==> src/rtl/avalon_mm_test_master.sv <==
// avalon_mm_test_master: writes a known pattern into an Avalon-MM slave,
// reads it back and raises done, with error flagging any mismatch.
module avalon_mm_test_master #(
  parameter int N_WORDS   = 4,
  parameter int DATA_BASE = 5
) (
  input  logic       clock,
  input  logic       reset_n,
  input  logic       waitrequest,
  input  logic       readdatavalid,
  input  logic [3:0] readdata,
  output logic       read,
  output logic       write,
  output logic [3:0] address,
  output logic [3:0] writedata,
  output logic       done,
  output logic       error
);

  typedef enum logic [1:0] {
    WR,
    RD,
    RDW,
    DONE
  } state_t;

  localparam logic [3:0] BASE = 4'(DATA_BASE);
  localparam logic [3:0] LAST = 4'(N_WORDS - 1);

  state_t     state_q, state_d;
  logic [3:0] index_q, index_d;
  logic       read_q, read_d;
  logic       write_q, write_d;
  logic [3:0] addr_q, addr_d;
  logic [3:0] wdata_q, wdata_d;
  logic       done_q, done_d;
  logic       error_q, error_d;

  logic       accept;
  logic [3:0] pattern;

  assign accept  = (read_q | write_q) & ~waitrequest;
  assign pattern = index_q + BASE;

  always_comb begin
    state_d = state_q;
    index_d = index_q;
    read_d  = read_q;
    write_d = write_q;
    addr_d  = addr_q;
    wdata_d = wdata_q;
    done_d  = done_q;
    error_d = error_q;
    unique case (state_q)
      WR: begin
        if (accept) begin
          write_d = 1'b0;
          if (index_q == LAST) begin
            index_d = '0;
            state_d = RD;
          end else begin
            index_d = index_q + 4'd1;
          end
        end else if (!write_q) begin
          write_d = 1'b1;
          addr_d  = index_q;
          wdata_d = pattern;
        end
      end
      RD: begin
        if (accept) begin
          read_d  = 1'b0;
          state_d = RDW;
        end else if (!read_q) begin
          read_d = 1'b1;
          addr_d = index_q;
        end
      end
      RDW: begin
        if (readdatavalid) begin
          if (readdata != pattern) error_d = 1'b1;
          if (index_q == LAST) begin
            state_d = DONE;
            done_d  = 1'b1;
          end else begin
            index_d = index_q + 4'd1;
            state_d = RD;
          end
        end
      end
      DONE: begin
        read_d  = 1'b0;
        write_d = 1'b0;
        done_d  = 1'b1;
      end
      default: state_d = WR;
    endcase
  end

  always_ff @(posedge clock or negedge reset_n) begin
    if (!reset_n) begin
      state_q <= WR;
      index_q <= '0;
      read_q  <= 1'b0;
      write_q <= 1'b0;
      addr_q  <= '0;
      wdata_q <= '0;
      done_q  <= 1'b0;
      error_q <= 1'b0;
    end else begin
      state_q <= state_d;
      index_q <= index_d;
      read_q  <= read_d;
      write_q <= write_d;
      addr_q  <= addr_d;
      wdata_q <= wdata_d;
      done_q  <= done_d;
      error_q <= error_d;
    end
  end

  assign read      = read_q;
  assign write     = write_q;
  assign address   = addr_q;
  assign writedata = wdata_q;
  assign done      = done_q;
  assign error     = error_q;

endmodule

==> config.mk <==
export PLATFORM = sky130hd
export DESIGN_NAME = avalon_mm_test_master
export DESIGN_NICKNAME = d
export VERILOG_FILES = /design/src/rtl/avalon_mm_test_master.sv
export SDC_FILE = /design/constraint.sdc
export NUM_CORES = 1
export LEC_CHECK = 0
export CAP_MARGIN = 0
export CELL_PAD_IN_SITES_DETAIL_PLACEMENT = 1
export CELL_PAD_IN_SITES_GLOBAL_PLACEMENT = 1
export CORE_MARGIN = 2
export CORE_UTILIZATION = 39
export DETAILED_ROUTE_END_ITERATION = 6
export HOLD_SLACK_MARGIN = 0.15
export PLACE_DENSITY_LB_ADDON = 0.15
export SETUP_SLACK_MARGIN = 0.1
export SKIP_LAST_GASP = 1
export SLEW_MARGIN = 15
export SYNTH_ARGS = -nofsm -noshare
export SYNTH_HDL_FRONTEND = slang
export SYNTH_SLANG_ARGS = --single-unit
==> constraint.sdc <==
create_clock -name clock -period 2.19 [get_ports clock]
set_clock_uncertainty 0.15 [all_clocks]
set_input_delay 0.438 -clock clock [delete_from_list [all_inputs] [get_ports clock]]
set_output_delay 0.438 -clock clock [all_outputs]
set_load 0.005 [all_outputs]
==> results.md <==
* Setup violations, final at 0
* Post-synth top area cell: dfrtp_1
* IO Pins at 20
* FILL cells at 290
* Syn_nets at 112
* Register-to-register setup slack at 0.25 ns
* ANT cells at 0
* Final net count at 140
* Mux share of post-synthesis cell area at 13.0%
* Max stage delay cell, worst path: dfrtp_2
* VDD IR max at 0.220 mV
* Die width at 55.5 um
* Mean area per synthesized cell at 10.7 um^2
* #FFs+latches synth at 18
* Adder-Cell Fraction of Synth Area at 8.45%
* Critical path arrival at 1.98 ns
* Hold buffer count at cts at 0
* Layout cell share with drive strength beyond 1 at 22.0%
* Synth Area in Compound Gates at 15.3%
* Synth Area in XOR/XNOR at 5.07%
* Largest net degree at the start of global routing at 19
* Htree depth at 1
* Number of detailed-route iterations in the first pass at 4
* Core area at 2500 um^2
* Post-synth top area share at 43.5%
* Vias in the first global route at 914
* Number of buffers added on ports at 19
* Synth warn at 0
* Initial Utilization at 41.4%
* Crit path capture: address[2]
* Area growth syn-to-layout at 28.7%
* Ys flop type: dfrtp_1
* DRC Markers at 0
* Top delay family on crit path: flip-flops
* Crit-path cells: inv_1 -> ha_2 -> o21ai_1 -> a31oi_2 -> mux2_2
* Setup crit end kind: flip-flop
* Routability Congestion at 0.711
* Post-Synth Simple-Gate Area at 11.0%
* Crit path time final at 1.94 ns
* P per Cell Area at 397 nW/um^2
* Syn Std Cell Area at 1040 um^2
* Leak Pwr at 0.619 nW
* Fmax at 515 MHz
* Setup TNS at 0 ns
* Finished Layout Cells at 153
* Final period util at 88.7%
* Tightest Pin Transition at 0.290 ns
* Placed cell count at 150
* Max-capacitance violation count at 0
* Min-delay worst type: in -> async
* Post-synth cell types at 31
* CP Class: reg -> reg
* Number of synthesized flops with an enable pin at 0
* CTS max path bufs at 2
* WHS at 0.317 ns
* RSZ-0062 raised after global routing: no
* Startpoint types: flip-flop
* Critical path buffer and inverter count at 1
* Status: finished, final reports clean
* Post-Route WL at 2400 um
* Design area at 1330 um^2
* Die Height at 55.5 um
* CTS sink count at 18
* DP HPWL at 1830 um
* # rows at 18
* R2r endpoint: address[2]
* Total gr overflow at 0
* Post-synthesis async set-or-reset flop share at 100%
* Hold Vio Cnt, Final at 0
* Routed vias at 814
* Synth Instances at 97
* Die area at 3080 um^2
* Slew Viols, Final at 0
* Root Buffer: clkbuf_4
* GRT Total Usage at 17.2%
* Drt first-iter violations at 2
* Max transition margin at 80.6%
* Final ANT Viol Nets at 0
* Post-DP Area at 1300 um^2
* Largest family of logic cells by synthesized area: compound AO/OA/AOI/OAI gates
* Register area share after synthesis at 43.5%
* Via-per-instance ratio at 5.32
* Synth top area cells: dfrtp_1 (43%), mux2_2 (8.7%), ha_1 (8.5%)
* Register-to-Register Path Depth at 5
* Global-route wire length before repair at 4180 um
* Max FO, Critical Path at 11
* Clk_lat worst skew at 0.29 ns
* Total stage count of the critical path at 5
* WL/cell at 15.7 um
* Initial antenna violation count at 0
* Slowest cell delay on critical path at 0.45 ns
* Critical Path RT at 2.22 ns
* TritonCTS clock tree: yes
* Clock Pin Slew Worst Setup and Hold Paths at 0.10 ns
* CTS buffer count at 3
* CP Launch Point: state_q[0]
* Worst R2R Start: state_q[0]
## timing repair
item / CTS / global route
gates resized for setup: 1 / 2
setup buffers: 0 / 0
setup endpoints to repair: 4 / 7
## cell type report
cell class	count	area (um^2)	area share, %
Inverter	6	22.5	1.69
Tap cell	30	37.5	2.81
Timing Repair Buffer	26	243	18.2
Multi-Input combinational cell	70	557	41.7
Clock buffer	3	22.5	1.69
Sequential cell	18	452	33.9
## metal layers
metal	vias up	track usage [%]	share of wire, %
met3	2	3.28	3.2
met1	403	22.1	47
met2	19	28.4	49
met5	-	0	0
met4	0	6.62	0.79
li1	390	-	-
## how the worst min path moves through the flow
stage	depth (start not counted)	slack [ns]	end	from
3_5_place_dp	2	0.34	done	done
3_3_place_gp	2	0.33	done	done
5_1_grt	2	0.32	index_q[0]	reset_n
6_report	2	0.32	write	reset_n
2_1_floorplan	0	-0.008	address[0]	reset_n
4_1_cts	2	0.32	address[3]	reset_n
## cells by family (layout without fill, tap and decap cells)
group / Yosys count / in the layout
AOI/OAI and AO/OA: 24 / 24
xor gates and xnor gates: 6 / 6
adders and majority gates: 7 / 7
buffers and inverters: 9 / 35
DFF: 18 / 18
muxes: 12 / 12
and+or+nand+nor: 21 / 21
## sequential cells by signal (all words and copies together), names as in the netlist
signal and cells:
state_q 2, writedata 4, address 4, read 1, write 1, error 1
index_q 4, done 1
## placed cells by master (no fill, tap or decap), types with 3 or more instances in the layout
cell type / count
ha_1: 6
nor2b_1: 3
inv_1: 6
clkdlybuf4s50_1: 19
o21ai_0: 3
nor2_1: 4
mux2i_1: 3
a21oi_1: 9
clkbuf_4: 3
xnor2_1: 4
buf_4: 7
dfrtp_1: 17
mux2_2: 8
nand2_1: 5
## where the power goes
| group | total, mW | switching (mW) | leakage, nW | internal, mW |
|---|---|---|---|---|
| clock | 0.166 | 0.102 | 0.0138 | 0.0641 |
| sequential | 0.332 | 0 | 0.230 | 0.332 |
| combinational | 0.0310 | 0.0139 | 0.375 | 0.0171 |
## metrics by stage
stage / power, mW / setup slack (ns) / util [%]
2_1_floorplan: 0.345 / 0.327 / -
3_3_place_gp: 0.369 / 0.0998 / 52.1
3_5_place_dp: 0.370 / 0.0517 / 52.1
4_1_cts: 0.537 / 0.131 / 53.2
5_1_grt: 0.558 / 0.145 / 53.4
6_report: 0.530 / 0.248 / 53.4
## Yosys cell counts (3+ instances only)
cell type and count:
dfrtp_1 18, nor2_1 4, nand2_1 5, buf_2 3, xnor2_1 4, nor2b_1 3
a21oi_1 9, mux2i_1 3, mux2_2 8, inv_1 6, o21ai_0 3, ha_1 7
## worst reg2reg max path, delay by kind of cell, from the launching register on
kind	cells	cell delay, ns
muxes	1	0.38
DFF	1	0.45
AOI/OAI and AO/OA	2	0.43
buffers and inverters	1	0.12
adders and majority gates	1	0.31
(Power assumes the default switching activity.)
